**src/rtl/serial_flag_alu.sv**
```systemverilog
// serial_flag_alu: multi-cycle add/subtract (CHUNK bits per cycle) producing result and Z/N/V flags.
// Optional `CMP_CARRY_EN adds output c, the carry-out of the MSB (1 = no borrow on subtract).
module serial_flag_alu #(
  parameter int WIDTH = 32,
  parameter int CHUNK = 8
) (
  input  logic             clk,
  input  logic             rst_n,
  input  logic             start,
  input  logic             sub,
  input  logic [WIDTH-1:0] a,
  input  logic [WIDTH-1:0] b,
  output logic             busy,
  output logic             done,
  output logic [WIDTH-1:0] result,
  output logic             z,
  output logic             n,
  output logic             v
`ifdef CMP_CARRY_EN
  ,
  output logic             c
`endif
);

  localparam int NCH   = WIDTH / CHUNK;
  localparam int CNT_W = (NCH > 1) ? $clog2(NCH) : 1;
  localparam logic [CNT_W-1:0] LAST = CNT_W'(NCH - 1);

  typedef enum logic [1:0] {S_IDLE, S_RUN, S_DONE} state_t;

  state_t           r_state;
  state_t           w_next;
  logic [CNT_W-1:0] r_cnt;
  logic [WIDTH-1:0] r_a;
  logic [WIDTH-1:0] r_b;
  logic [WIDTH-1:0] r_acc;
  logic             r_carry;
  logic [WIDTH-1:0] r_result;
  logic             r_z;
  logic             r_n;
  logic             r_v;
  logic [CHUNK:0]   w_sum;
  logic             w_cin_msb;
  logic [WIDTH-1:0] w_shift;
  logic             w_accept;
  logic             w_last;

  assign w_accept  = start && (r_state != S_RUN);
  assign w_last    = (r_state == S_RUN) && (r_cnt == LAST);
  assign w_sum     = {1'b0, r_a[CHUNK-1:0]} + {1'b0, r_b[CHUNK-1:0]} + {{CHUNK{1'b0}}, r_carry};
  // Carry into the chunk MSB recovered from the sum bit and the two operand bits.
  assign w_cin_msb = w_sum[CHUNK-1] ^ r_a[CHUNK-1] ^ r_b[CHUNK-1];
  assign w_shift   = (r_acc >> CHUNK) | (WIDTH'(w_sum[CHUNK-1:0]) << (WIDTH - CHUNK));

  // State register
  always_ff @(posedge clk or negedge rst_n) begin
    if (!rst_n) r_state <= S_IDLE;
    else        r_state <= w_next;
  end

  // Next-state logic
  always_comb begin
    w_next = r_state;
    case (r_state)
      S_IDLE:  w_next = start  ? S_RUN  : S_IDLE;
      S_RUN:   w_next = w_last ? S_DONE : S_RUN;
      S_DONE:  w_next = start  ? S_RUN  : S_IDLE;
      default: w_next = S_IDLE;
    endcase
  end

  // Output decode
  always_comb begin
    busy = (r_state == S_RUN);
    done = (r_state == S_DONE);
  end

  // Operand shift registers need no reset: they are always loaded on an accepted start.
  always_ff @(posedge clk) begin
    if (w_accept) begin
      r_a     <= a;
      r_b     <= sub ? ~b : b;
      r_carry <= sub;
    end else if (r_state == S_RUN) begin
      r_a     <= r_a >> CHUNK;
      r_b     <= r_b >> CHUNK;
      r_carry <= w_sum[CHUNK];
      r_acc   <= w_shift;
    end
  end

  always_ff @(posedge clk or negedge rst_n) begin
    if (!rst_n) begin
      r_cnt    <= '0;
      r_result <= '0;
      r_z      <= 1'b0;
      r_n      <= 1'b0;
      r_v      <= 1'b0;
    end else begin
      if (w_accept)                  r_cnt <= '0;
      else if (r_state == S_RUN)     r_cnt <= r_cnt + 1'b1;
      if (w_last) begin
        r_result <= w_shift;
        r_z      <= (w_shift == '0);
        r_n      <= w_shift[WIDTH-1];
        r_v      <= w_cin_msb ^ w_sum[CHUNK];
      end
    end
  end

`ifdef CMP_CARRY_EN
  logic r_c;
  always_ff @(posedge clk or negedge rst_n) begin
    if (!rst_n)      r_c <= 1'b0;
    else if (w_last) r_c <= w_sum[CHUNK];
  end
  assign c = r_c;
`endif

  assign result = r_result;
  assign z      = r_z;
  assign n      = r_n;
  assign v      = r_v;

endmodule

```
**config.mk**
```make
export PLATFORM = sky130hd
export DESIGN_NAME = serial_flag_alu
export DESIGN_NICKNAME = d
export VERILOG_FILES = /design/src/rtl/serial_flag_alu.sv
export SDC_FILE = /design/constraint.sdc
export NUM_CORES = 1
export LEC_CHECK = 0
export ABC_AREA = 1
export CORE_MARGIN = 3
export CORE_UTILIZATION = 51
export DETAILED_ROUTE_END_ITERATION = 6
export DONT_BUFFER_PORTS = 1
export PLACE_DENSITY_LB_ADDON = 0.05
export SLEW_MARGIN = 25
export SYNTH_ARGS = -nofsm -noshare
export SYNTH_HDL_FRONTEND = slang
export SYNTH_SLANG_ARGS = --single-unit
```
**constraint.sdc**
```tcl
create_clock -name clk -period 3.85 [get_ports clk]
set_clock_uncertainty 0.1 [all_clocks]
set_input_delay 0.385 -clock clk [delete_from_list [all_inputs] [get_ports clk]]
set_output_delay 0.385 -clock clk [all_outputs]
set_load 0.01 [all_outputs]
```
After elaboration in Yosys (flattened, before gate mapping)
Cells that the tools add are included.
{"block": "word_totals", "regBits": 136, "inputBits": 68, "output_inout_bits": 37, "word_cells": 42}
{"block": "classes", "reduce_logical": 7, "muxes": 12, "bitwise_logic": 6, "n_addsub": 3, "n_eq_ne": 4}
{"operator": "32-bit two-way mux", "n": 5}
{"operator": "32-bit zero test", "n": 1}
{"operator": "32-bit inverter", "n": 1}
{"operator": "24-bit by 32-bit OR with 32-bit output", "n": 1}
{"operator": "8-bit by 8-bit adder with 9-bit output", "n": 1}
{"operator": "9-bit by 1-bit adder with 9-bit output", "n": 1}
{"operator": "2-bit two-way mux", "n": 3}
{"operator": "2-bit equality test, second input constant", "n": 2}
{"operator": "2-bit one-hot mux with 2 select lines", "n": 1}
{"operator": "1-bit two-way mux", "n": 3}
{"operator": "1-bit bitwise XOR", "n": 3}
{"operator": "2-bit by 1-bit adder with 2-bit output, second input constant", "n": 1}
{"operator": "2-bit by 1-bit equality test with 1-bit output, second input constant", "n": 1}
{"operator": "1-bit logical AND", "n": 2}
{"operator": "2-bit zero test", "n": 1}
{"operator": "2-bit by 1-bit inequality test with 1-bit output, second input constant", "n": 1}
{"operator": "2-bit AND reduction", "n": 1}
{"operator": "2-bit nonzero test", "n": 1}
{"operator": "2-bit OR reduction", "n": 1}
{"operator": "1-bit inverter", "n": 1}

Depth between registers and ports, before layout
{"block": "depth", "depth_word": 5, "depth_mapped": 11, "mapped_depth_nobuf": 11}

Worst setup path after synthesis
Ideal clock, no wire load.
{"block": "synth_path", "path_kind": "flip-flop to flip-flop", "start": "reg r_state[1]", "end": "reg r_a[0] (enable)", "path_stages_with_launch": 6, "n_path_buf": 0, "path_slack_ps": 1025, "t_arrival_ps": 2306, "setup_ps": 419, "path_cell_list": "dfrtp_1 -> inv_1 -> nand2_2 -> inv_2 -> nor2_1 -> inv_1"}
{"item": "start, declared", "line_no": "31", "text": "state_t r_state;"}
{"item": "start signal, assigned", "line_no": "58", "text": "else r_state <= w_next;"}
{"item": "2-bit by 1-bit equality test with 1-bit output"}
{"item": "via busy", "line_no": "13", "text": "output logic busy,"}
{"item": "2-bit nonzero test (no source line)"}
{"item": "end signal, assigned", "line_no": "85", "text": "r_a <= r_a >> CHUNK;"}
{"item": "end, declared", "line_no": "34", "text": "logic [WIDTH-1:0] r_a;"}
The timed path passes the listed nets, and every way through them passes these cells.
A chain may end at the register's enable or synchronous reset.

Worst setup path after layout
{"block": "layout_path", "start": "reg r_state[0]", "end": "reg r_a[1] (data pin)"}
{"block": "layout_between", "elab_chain_len": 3}
{"item": "2-bit by 1-bit inequality test with 1-bit output", "line_no": "48", "text": "assign w_accept = start && (r_state != S_RUN);"}
{"item": "1-bit logical AND", "line_no": "48"}
{"item": "32-bit two-way mux", "line_no": "80", "text": "if (w_accept) begin"}
No other way between the ends.

==> metrics.txt <==
Data arrival, critical path ~2.3 ns; Async SR Flop Fraction 0.299; clock latency on the worst-skew pair about 0.50 ns; total routed wirelength ~11 mm; crit path capture type register; pre-CTS WS between 1.5 and 2 ns; die area ~12,000 sq um; worst setup margin roughly 1.7 ns; Worst-path clk slew 0.06 ns; mux contribution to synthesized area 0; # clock sinks roughly 130; fin crit period about 2.1 ns; Synth Area in XOR/XNOR 0.0576; ratio of cells with drive above 1 in the final layout 0.0881; IO buf count 0; CP max stage cell dfrtp_1; Clock Tree Buf Depth 2; H-tree depth 4; vias in the first global route 3,538; f_max 0.468 GHz; CP top delay family buffers and inverters; CTS buffer count 17; GP Congestion just over 0.8; Syn Area/Cell roughly 11 sq um; Cell Area, Placed 5740 sq um; hpwl dp between 7 and 8 mm; status finished clean; Yosys reg bits between 100 and 150; simple-gate share of the synthesized area 0.181; post-route cell area ~6700 sq um; root buf cell clkbuf_8; Synth Net Count about 600; slew margin rel. 0.482; post-synth cell types 28; critical path required time about 4 ns; DRT antenna net count 0; gr ovfl total 0; Max Slew Vio Count 0; Setup TNS Final 0 ns; DRC viols 0; Initial Utilization 0.535; top_reg_cell synth edfxtp_1; largest family of logic cells by synthesized area simple AND/OR/NAND/NOR gates; Setup-failing EPs final 0; slowest stage delay, CP 0.40 ns; cells after synthesis 533; die height about 110 microns; Area Overhead vs Synth 19.9%; synthesized cell area about 5600 sq um; initial antenna violation count 0; # IOs 105; Synth area leader edfxtp_1; nets 655; # fillers between 800 and 900; Least-Margin Pin Slew approximately 0.78 ns; leak pwr about 3.0 nW; Worst Hold Class in2reg; crit start category register; number of vias per cell between 5 and 6; Vias ~3,600; setup repair after global routing missed its margin false; largest net degree at the start of global routing between 60 and 70; core footprint approximately 11,000 sq um; number of synthesized flops with an enable pin between 80 and 90; first-pass GRT wire length about 17 mm; Buf+Inv Stages, Crit Path 3; first-pass iteration count of the detailed router 6; Row Count 37; die width 111 microns; yosys warns 0; P per Cell Area 907 nW/um^2; most frequent cell after synthesis nand2_1; Post-Synth Adder-Cell Area 0.0249; Tcrit/Tclk final 0.555; Worst IR Drop VDD roughly 380 uV; synth top area cells edfxtp_1 (48%), dfrtp_1 (17%), nand2_1 (13%), xnor2_1 (5.1%), o21ai_0 (3.6%); cell chain of the critical path nand2_2 > inv_2 > nor2_8 > inv_2 > buf_4 > nand2_1 > nand2_1; CP max FO 58; Synth Area in Compound Gates 0.0443; Inserted Diodes 0; register area share after synthesis 0.644; CTS tree yes; max cap viols 0; most instantiated cells after synthesis nand2_1 (188), edfxtp_1 (89), o21ai_0 (41), dfrtp_1 (38), inv_1 (38); Yosys top cell area share 0.475; Routed WL per cell about 15 microns; drt initial violations around 250; GRT Util Overall 0.180; start-to-end type of the worst setup path reg2reg; final hold viol count 0
[flip-flops by register name (all words and copies together), names as in the netlist]
| name | count |
|---|---|
| r_state | 2 |
| z | 1 |
| r_acc | 24 |
| result | 32 |
| r_carry | 1 |
| r_b | 32 |
| r_cnt | 2 |
| r_a | 32 |
| v | 1 |
[worst register-to-register path: cells and delay by family (launching register included)]
kind / cells / cell delay (ns)
buf+inv: 3 / 0.81
flops: 1 / 0.40
simple gates: 4 / 0.56
[cells in the final DEF, fill, tap and decap left out, drive strengths merged]
cell type / synthesis / routed
ha: 8 / 8
clkinv: 0 / 6
nor3: 3 / 3
clkinvlp: 0 / 1
a21oi: 5 / 5
buf: 19 / 7
bufinv: 0 / 2
o21ai: 41 / 41
edfxtp: 89 / 89
a22o: 1 / 1
nand4: 4 / 4
dlygate4sd3: 0 / 41
or2: 1 / 1
clkbuf: 4 / 23
xnor2: 33 / 33
fa: 2 / 2
nand3b: 1 / 1
nand3: 12 / 12
inv: 41 / 41
dfrtp: 38 / 38
nor2: 31 / 31
nand2: 195 / 195
o22ai: 1 / 1
xor2: 4 / 4
[cell families (layout without fill, tap and decap cells)]
group / after synthesis / in the layout
xor+xnor: 37 / 37
flops: 127 / 127
compound gates: 48 / 48
simple gates: 247 / 247
buf+inv: 64 / 121
fa+ha+maj: 10 / 10
[area by class of cell]
type | count | area, sq um | share of cell area
Clock buffer | 23 | 468 | 0.0694
Clock inverter | 9 | 108 | 0.0160
Inverter | 41 | 154 | 0.0228
Multi-Input combinational cell | 342 | 1730 | 0.257
Sequential cell | 127 | 3620 | 0.537
Tap cell | 136 | 170 | 0.0252
Timing Repair Buffer | 48 | 488 | 0.0724
[metrics by stage]
stage | hold WS (ns) | util | power [mW] | cells
2_1_floorplan | -0.0106 | - | 4.11 | 533
3_3_place_gp | -0.00980 | 0.546 | 4.51 | 652
3_5_place_dp | -0.00976 | 0.546 | 4.59 | 652
4_1_cts | 0.00261 | 0.642 | 6.18 | 726
5_1_grt | 0.00517 | 0.642 | 6.56 | 726
6_report | 0.0233 | 0.642 | 6.11 | 726
[path summary, 6_finish.rpt]
| kind | from | endpoint | slack, ns | cells past startpoint |
|---|---|---|---|---|
| max | r_state[0] | r_a[1] | 1.71 | 7 |
| min | b[30] | r_b[30] | 0.02 | 2 |
| max reg2reg | r_state[0] | r_a[1] | 1.71 | 7 |
| min reg2reg | r_acc[24] | r_acc[16] | 0.35 | 0 |
| max in group asynchronous | rst_n | result[27] | 3.20 | 2 |
| min in group asynchronous | rst_n | r_cnt[0] | 0.26 | 2 |
[metal layers]
metal | up-vias | track usage | routed length (microns)
li1 | 1818 | - | -
met1 | 1720 | 0.211 | 4420
met2 | 96 | 0.302 | 5530
met3 | 8 | 0.0655 | 667
met4 | 0 | 0.0697 | 164
met5 | - | 0 | 0
[where the power goes]
part           internal, mW  switching [mW]  total [mW]
Combinational         0.617            1.16        1.78
Sequential             2.39           0.415        2.80
Clock                 0.976           0.559        1.53
Total                  3.98            2.13        6.11
[what timing repair did]
action,4_1_cts,5_1_grt
buffers inserted,0,0
hold buffers,42,0
hold endpoints to repair,78,0
resized for setup,0,0
Power figures use the tool's default switching activity.
